==> src/rtl/mem_port_arbiter.sv <==
// mem_port_arbiter: serialises IF fetches and DM loads/stores onto one
// single-port fixed-latency memory. Each access runs IDLE -> ISSUE -> WAIT
// -> RESP, so one access completes every MEM_LAT+3 cycles.
// Optional feature: define ARB_FAIR_EN for alternating grants under
// contention; otherwise DM always wins over IF.
module mem_port_arbiter #(
    parameter int ADDR_W  = 32,
    parameter int DATA_W  = 32,
    parameter int MEM_LAT = 2
) (
    input  logic              clk,
    input  logic              rst,
    input  logic              if_req,
    input  logic [ADDR_W-1:0] if_addr,
    output logic [DATA_W-1:0] if_rdata,
    output logic              if_ack,
    output logic              if_stall,
    input  logic              dm_req,
    input  logic              dm_we,
    input  logic [ADDR_W-1:0] dm_addr,
    input  logic [DATA_W-1:0] dm_wdata,
    output logic [DATA_W-1:0] dm_rdata,
    output logic              dm_ack,
    output logic              dm_stall,
    output logic              mem_en,
    output logic              mem_we,
    output logic [ADDR_W-1:0] mem_addr,
    output logic [DATA_W-1:0] mem_wdata,
    input  logic [DATA_W-1:0] mem_rdata,
    output logic              busy
);

    localparam int CNT_W = (MEM_LAT > 1) ? $clog2(MEM_LAT) : 1;
    localparam logic [CNT_W-1:0] CNT_LOAD = CNT_W'(MEM_LAT - 1);
    localparam logic [CNT_W-1:0] CNT_ONE  = CNT_W'(1);

    typedef enum logic [1:0] {IDLE, ISSUE, WAIT, RESP} state_t;

    state_t           state;
    logic [CNT_W-1:0] cnt;
    logic             ownerDm;
    logic             isStore;
    logic             grantDm;

`ifdef ARB_FAIR_EN
    logic lastDm;

    // Under contention the port that was not served last wins
    always_comb begin
        grantDm = dm_req;
        if (dm_req && if_req) begin
            grantDm = ~lastDm;
        end
    end
`else
    // DM holds the older instruction, so it always wins contention
    assign grantDm = dm_req;
`endif

    // Stalls release in the ack cycle so the hazard logic can advance
    assign if_stall = if_req & ~if_ack;
    assign dm_stall = dm_req & ~dm_ack;

    // Access sequencer with registered memory strobes, acks and read data
    always_ff @(posedge clk or negedge rst) begin
        if (!rst) begin
            state     <= IDLE;
            cnt       <= '0;
            ownerDm   <= 1'b0;
            isStore   <= 1'b0;
            mem_en    <= 1'b0;
            mem_we    <= 1'b0;
            mem_addr  <= '0;
            mem_wdata <= '0;
            if_rdata  <= '0;
            dm_rdata  <= '0;
            if_ack    <= 1'b0;
            dm_ack    <= 1'b0;
            busy      <= 1'b0;
`ifdef ARB_FAIR_EN
            lastDm    <= 1'b0;
`endif
        end else begin
            case (state)
                IDLE: begin
                    if (if_req || dm_req) begin
                        mem_en    <= 1'b1;
                        mem_we    <= grantDm & dm_we;
                        mem_addr  <= grantDm ? dm_addr : if_addr;
                        mem_wdata <= grantDm ? dm_wdata : '0;
                        ownerDm   <= grantDm;
                        isStore   <= grantDm & dm_we;
                        busy      <= 1'b1;
                        state     <= ISSUE;
`ifdef ARB_FAIR_EN
                        lastDm    <= grantDm;
`endif
                    end
                end
                ISSUE: begin
                    mem_en <= 1'b0;
                    mem_we <= 1'b0;
                    cnt    <= CNT_LOAD;
                    state  <= WAIT;
                end
                WAIT: begin
                    if (cnt == '0) begin
                        if (ownerDm) begin
                            // A store leaves the last load value in place
                            if (!isStore) begin
                                dm_rdata <= mem_rdata;
                            end
                            dm_ack <= 1'b1;
                        end else begin
                            if_rdata <= mem_rdata;
                            if_ack   <= 1'b1;
                        end
                        state <= RESP;
                    end else begin
                        cnt <= cnt - CNT_ONE;
                    end
                end
                RESP: begin
                    if_ack <= 1'b0;
                    dm_ack <= 1'b0;
                    busy   <= 1'b0;
                    state  <= IDLE;
                end
                default: begin
                    state <= IDLE;
                end
            endcase
        end
    end

endmodule

==> config.mk <==
export PLATFORM = sky130hd
export DESIGN_NAME = mem_port_arbiter
export DESIGN_NICKNAME = d
export VERILOG_FILES = /design/src/rtl/mem_port_arbiter.sv
export SDC_FILE = /design/constraint.sdc
export NUM_CORES = 1
export LEC_CHECK = 0
export CAP_MARGIN = 5
export CORE_ASPECT_RATIO = 0.7
export CORE_MARGIN = 2
export CORE_UTILIZATION = 42
export CTS_BUF_LIST = sky130_fd_sc_hd__clkbuf_4 sky130_fd_sc_hd__clkbuf_8
export DETAILED_ROUTE_END_ITERATION = 10
export PLACE_DENSITY = 0.87
export RECOVER_POWER = 100
export SYNTH_ARGS = -nofsm -noshare
export SYNTH_HDL_FRONTEND = slang
export SYNTH_SLANG_ARGS = --single-unit
==> constraint.sdc <==
create_clock -name clk -period 2.5 [get_ports clk]
set_clock_uncertainty 0.15 [all_clocks]
set_input_delay 0.375 -clock clk [delete_from_list [all_inputs] [get_ports clk]]
set_output_delay 0.375 -clock clk [all_outputs]
set_load 0.01 [all_outputs]
* After elaboration in Yosys (flattened, before gate mapping) *
Cells that the tools add are included.

operators by class
  multiplexer cells = 18
  reduce and logical (&&, ||, !) cells = 14
  add/subtract/negate cells = 1
  eq/ne operators = 7
  bitwise operators = 8

operators by type and width
  kind                   count
  $mux W32               2
  $pmux W1 S2            6
  $reduce_and A3 Y1      3
  $ne A2 B2 Y1 const B   4
  $pmux W2 S4            1
  $reduce_and A2 Y1      4
  $reduce_bool A2 Y1     4
  $mux W1                7
  $not A1 Y1             5
  $eq A2 B2 Y1 const B   2
  $mux W2                2
  $reduce_and A4 Y1      1
  $and A1 B1 Y1          3
  $eq A2 B1 Y1 const B   1
  $logic_not A2 Y1       1
  $logic_or A1 B1 Y1     1
  $sub A1 B1 Y1 const B  1

word-level totals
  flip-flop bits (word level) = 138
  input port bits = 133
  word-level logic and storage cells = 61
  output and inout bits = 135

* Longest topological paths before layout *
Gate-level depths: netlist of the first run.

  depth after elaboration = 3
  mapped depth = 7

* Worst setup path after synthesis of the first run *
Ideal clock, no wire load.

  path kind = register to register
  start = reg state[0]
  end = reg if_rdata[11]
  period minus slack after synthesis = 1.876 ns
  path slack = 0.624 ns
  stages on the path, launching flop included = 6
  data required time = 2.225 ns
  arrival = 1.602 ns
  path through = dfrtp_1 inv_1 ha_1 nor3b_4 buf_6 mux2_2

on the way
  longest elaborated chain between the ends = 2

ends and longest elaborated chain
  element                             RTL line  RTL
  start, declared                     39        state_t state;
  start signal, assigned              67        state <= IDLE;
  start signal, assigned              94        state <= ISSUE;
  start signal, assigned              104       state <= WAIT;
  $eq A2 B2 Y1                        84        case (state)
  $reduce_and A3 Y1 (no source line)  n/a
  end signal, assigned                115       if_rdata <= mem_rdata;
  end, declared                       15        output logic [DATA_W-1:0] if_rdata,

No other way between the ends.
A chain may end at the register's enable or synchronous reset.

* Final worst setup path of the first run *
  start = reg state[0]
  end = reg if_rdata[14]

The elaborated chain is that of the path after synthesis.

==> out/metrics.yaml, run 1 <==
outcome: "completed"
finalHoldViolCount: 0
fp.dieH_um: 101.3
path_max_fanout: 33
worst-endpoint-arrival_ns: 2.40
min_period_over_period: 0.8992
drt_iter0_markers: 71
grt_pass1_vias: 4324
p_per_area_mw_per_mm2: 1146
crit_required_ns: 2.65
layout.nets: 806
period_needed_ns: 2.248
synth_cells: 396
die_area_mm2: 0.01450
n_antenna_cell: 0
synth_area_mm2: 0.005685
num_vias: 4176
maxSlewHeadroom: 0.08307
syn_avg_cell_area_um2: 14.36
globalRouteOverflowTotal: 0
grt_max_degree: 97
cts_root_buf: "clkbuf_8"
finalSetupViolCount: 0
max_freq_mhz: 444.8
ys_seq_area_frac: 0.6074
synth.distinct_cells: 30
end_kind: "register"
synth-seq-cells: 138
cts_resized: 0
routed_wl_um: 14500
fill_cells: 986
drv_cap: 0
rsz0062_at_grt: "false"
register_area_mm2: 0.003453
slew_violations: 0
multiInputGateArea_mm2: 0.001899
core_area_mm2: 0.01318
antenna_found_initial: 0
setup_tns_ns: 0
dr.pass1.iters: 6
p_leak_nw: 4.016
worst_slew_pin_slew_ns: 1.375
startpoint_type: "register"
track_usage: 0.1992
cts_buffer_depth: 2
initial_utilization: 0.4313
row_count: 35
wl_per_cell_um: 16.82
critPathSlowestCell: "clkbuf_4"
hold_class: "input pin to register"
cts_tree: "built"
portBuffers: 267
placed_cells: 831
drc_errors: 0
path_clk_slew_ns: 0.07
final_cells: 862
dpl.hpwl_um: 10890
cts_buffers: 17
top_level_ports: 268
gp_congestion: 0.7925
layout-drive-gt1-share: 0.1152
antenna_left: 0
worstPathCellList: "inv_1 > ha_1 > nor3b_1 > clkbuf_4 > mux2_2"
clkLatencyLatePin_ns: 0.41
yosysWarningCount: 0
vdd_ir_drop_max_mv: 0.5946
grt_pass1_wl_um: 22380
max_stage_delay_ns: 0.51
htreeDepth: 4
vias_per_cell: 4.845
cts_sinks: 138
syn_nets: 536
die_w_um: 143.1
crit_type: "register to register"
syn2layout_area_growth_pct: 54.18
[cell families (layout without fill, tap and decap cells)]
group,after synthesis,after routing,share of synthesized area
buffers and inverters,28,309,0.03521
and+or+nand+nor,48,48,0.04159
adders and majority gates,7,7,0.01540
AOI/OAI and AO/OA,78,78,0.09551
muxes,97,97,0.2049
DFF,138,138,0.6074
[state kept, by name, indices dropped and copies added, names as in the netlist, 2 cells and up]
name and count:
state 2, mem_addr 32, dm_rdata 32, mem_wdata 32, if_rdata 32
[through the flow]
stage / worst slack [ns] / hold WS (ns) / util / area [µm²] / power [W]
after floorplan: 0.6237 / -0.07059 / - / 5685 / 0.006136
after global placement: 0.2919 / 0.2168 / 0.6465 / 8522 / 0.008767
after detailed placement: 0.2912 / 0.2229 / 0.6465 / 8522 / 0.008990
after CTS: 0.2912 / 0.2286 / 0.6778 / 8935 / 0.01089
after global routing: 0.1551 / 0.2553 / 0.6650 / 8766 / 0.01070
final: 0.2519 / 0.2293 / 0.6650 / 8766 / 0.01004
[synthesized netlist by cell type]
cell / n / area share
o21ai_4: 1 / 0.0029
mux2_1: 1 / 0.0020
nand2b_1: 1 / 0.0011
ha_1: 7 / 0.015
buf_6: 3 / 0.0059
a22o_1: 33 / 0.051
nor2_1: 4 / 0.0026
o211ai_1: 1 / 0.0013
nand3b_1: 2 / 0.0026
nor2b_1: 3 / 0.0033
and2_1: 1 / 0.0011
mux2_4: 30 / 0.079
mux2i_1: 32 / 0.056
a21oi_1: 5 / 0.0044
buf_12: 3 / 0.011
o31ai_1: 1 / 0.0013
inv_1: 3 / 0.0020
nor4bb_1: 2 / 0.0035
buf_2: 10 / 0.0088
dfrtp_1: 138 / 0.61
clkbuf_1: 6 / 0.0040
nand2_1: 33 / 0.022
a21o_2: 1 / 0.0015
o32a_1: 1 / 0.0018
nor3b_4: 1 / 0.0033
buf_4: 3 / 0.0040
nor3b_2: 1 / 0.0022
mux2_2: 34 / 0.067
o21ai_0: 34 / 0.030
a31o_2: 1 / 0.0015
[routing by layer]
metal  wire, µm  part of all wire  global-route usage
met4        238             0.016             0.06169
met2       7248              0.50              0.3452
met5          0                 0                   0
met3       1229             0.085             0.06950
met1       5783              0.40              0.2357
[what timing repair did]
item	in CTS	in global routing
setup endpoints to repair	0	0
buffers inserted	0	0
hold buffers	1	0
hold endpoints to repair	53	0
[cell usage in the layout (no fill, tap or decap), types with 2 or more instances in the layout]
master           Yosys  layout
nor2b_1              3       3
nor2_1               4       4
clkbuf_4             0       2
mux2i_1             32      32
dlygate4sd3_1        0     136
nand3b_1             2       2
a21oi_1              5       5
ha_1                 7       7
a22o_1              33      33
mux2_1               1      29
mux2_2              34      34
o21ai_0             34      35
clkdlybuf4s50_1      0     130
nand2_1             33      33
inv_1                3       3
clkinv_2             0       3
buf_4                3       3
buf_12               3       3
clkinv_4             0       3
dfrtp_1            138     138
mux2_4              30       2
nor3b_1              0       2
clkbuf_8             0      18
nor4bb_1             2       2
bufinv_16            0       3
clkbuf_2             0       2
[power breakdown]
part,switching [W],internal [W]
Sequential,0.000578,0.00330
Clock,0.000815,0.00102
Combinational,0.00191,0.00242
[area by class of cell]
| class | count | area share |
|---|---|---|
| multi-input combinational | 230 | 0.2167 |
| inverter | 3 | 0.001285 |
| sequential | 138 | 0.3939 |
| clock inverter | 11 | 0.01684 |
| tap | 185 | 0.02641 |
| timing repair buffer | 276 | 0.3157 |
| clock buffer | 19 | 0.02912 |
[final timing paths]
check | start | to | slack [ns] | cells past startpoint
max in group asynchronous | rst | dm_rdata[10] | 0.49 | 3
worst max register to register | state[0] | if_rdata[14] | 0.25 | 5
worst min register to register | mem_addr[22] | mem_addr[22] | 0.33 | 2
worst max-delay path | state[0] | if_rdata[14] | 0.25 | 5
worst min-delay path | dm_req | mem_we | 0.23 | 4
min in group asynchronous | rst | if_rdata[9] | 0.67 | 2
[worst max-delay path: cells and delay by family, from the launching register on]
kind,cells,cell delay [ns]
simple gates,1,0.22
flops,1,0.43
buf+inv,2,0.65
mux,1,0.40
fa+ha+maj,1,0.28
No activity file was read; power rests on OpenSTA's default activity.
==> run 2, diff against run 1 <==
--- a/config.mk
+++ b/config.mk
@@ -11,6 +11,7 @@
 export CORE_UTILIZATION = 42
 export CTS_BUF_LIST = sky130_fd_sc_hd__clkbuf_4 sky130_fd_sc_hd__clkbuf_8
 export DETAILED_ROUTE_END_ITERATION = 10
+export HOLD_SLACK_MARGIN = 0.05
 export PLACE_DENSITY = 0.87
 export RECOVER_POWER = 100
 export SYNTH_ARGS = -nofsm -noshare
==> results of run 2 <==
No change in the layout: final DEF, timing and power equal those of run 1.
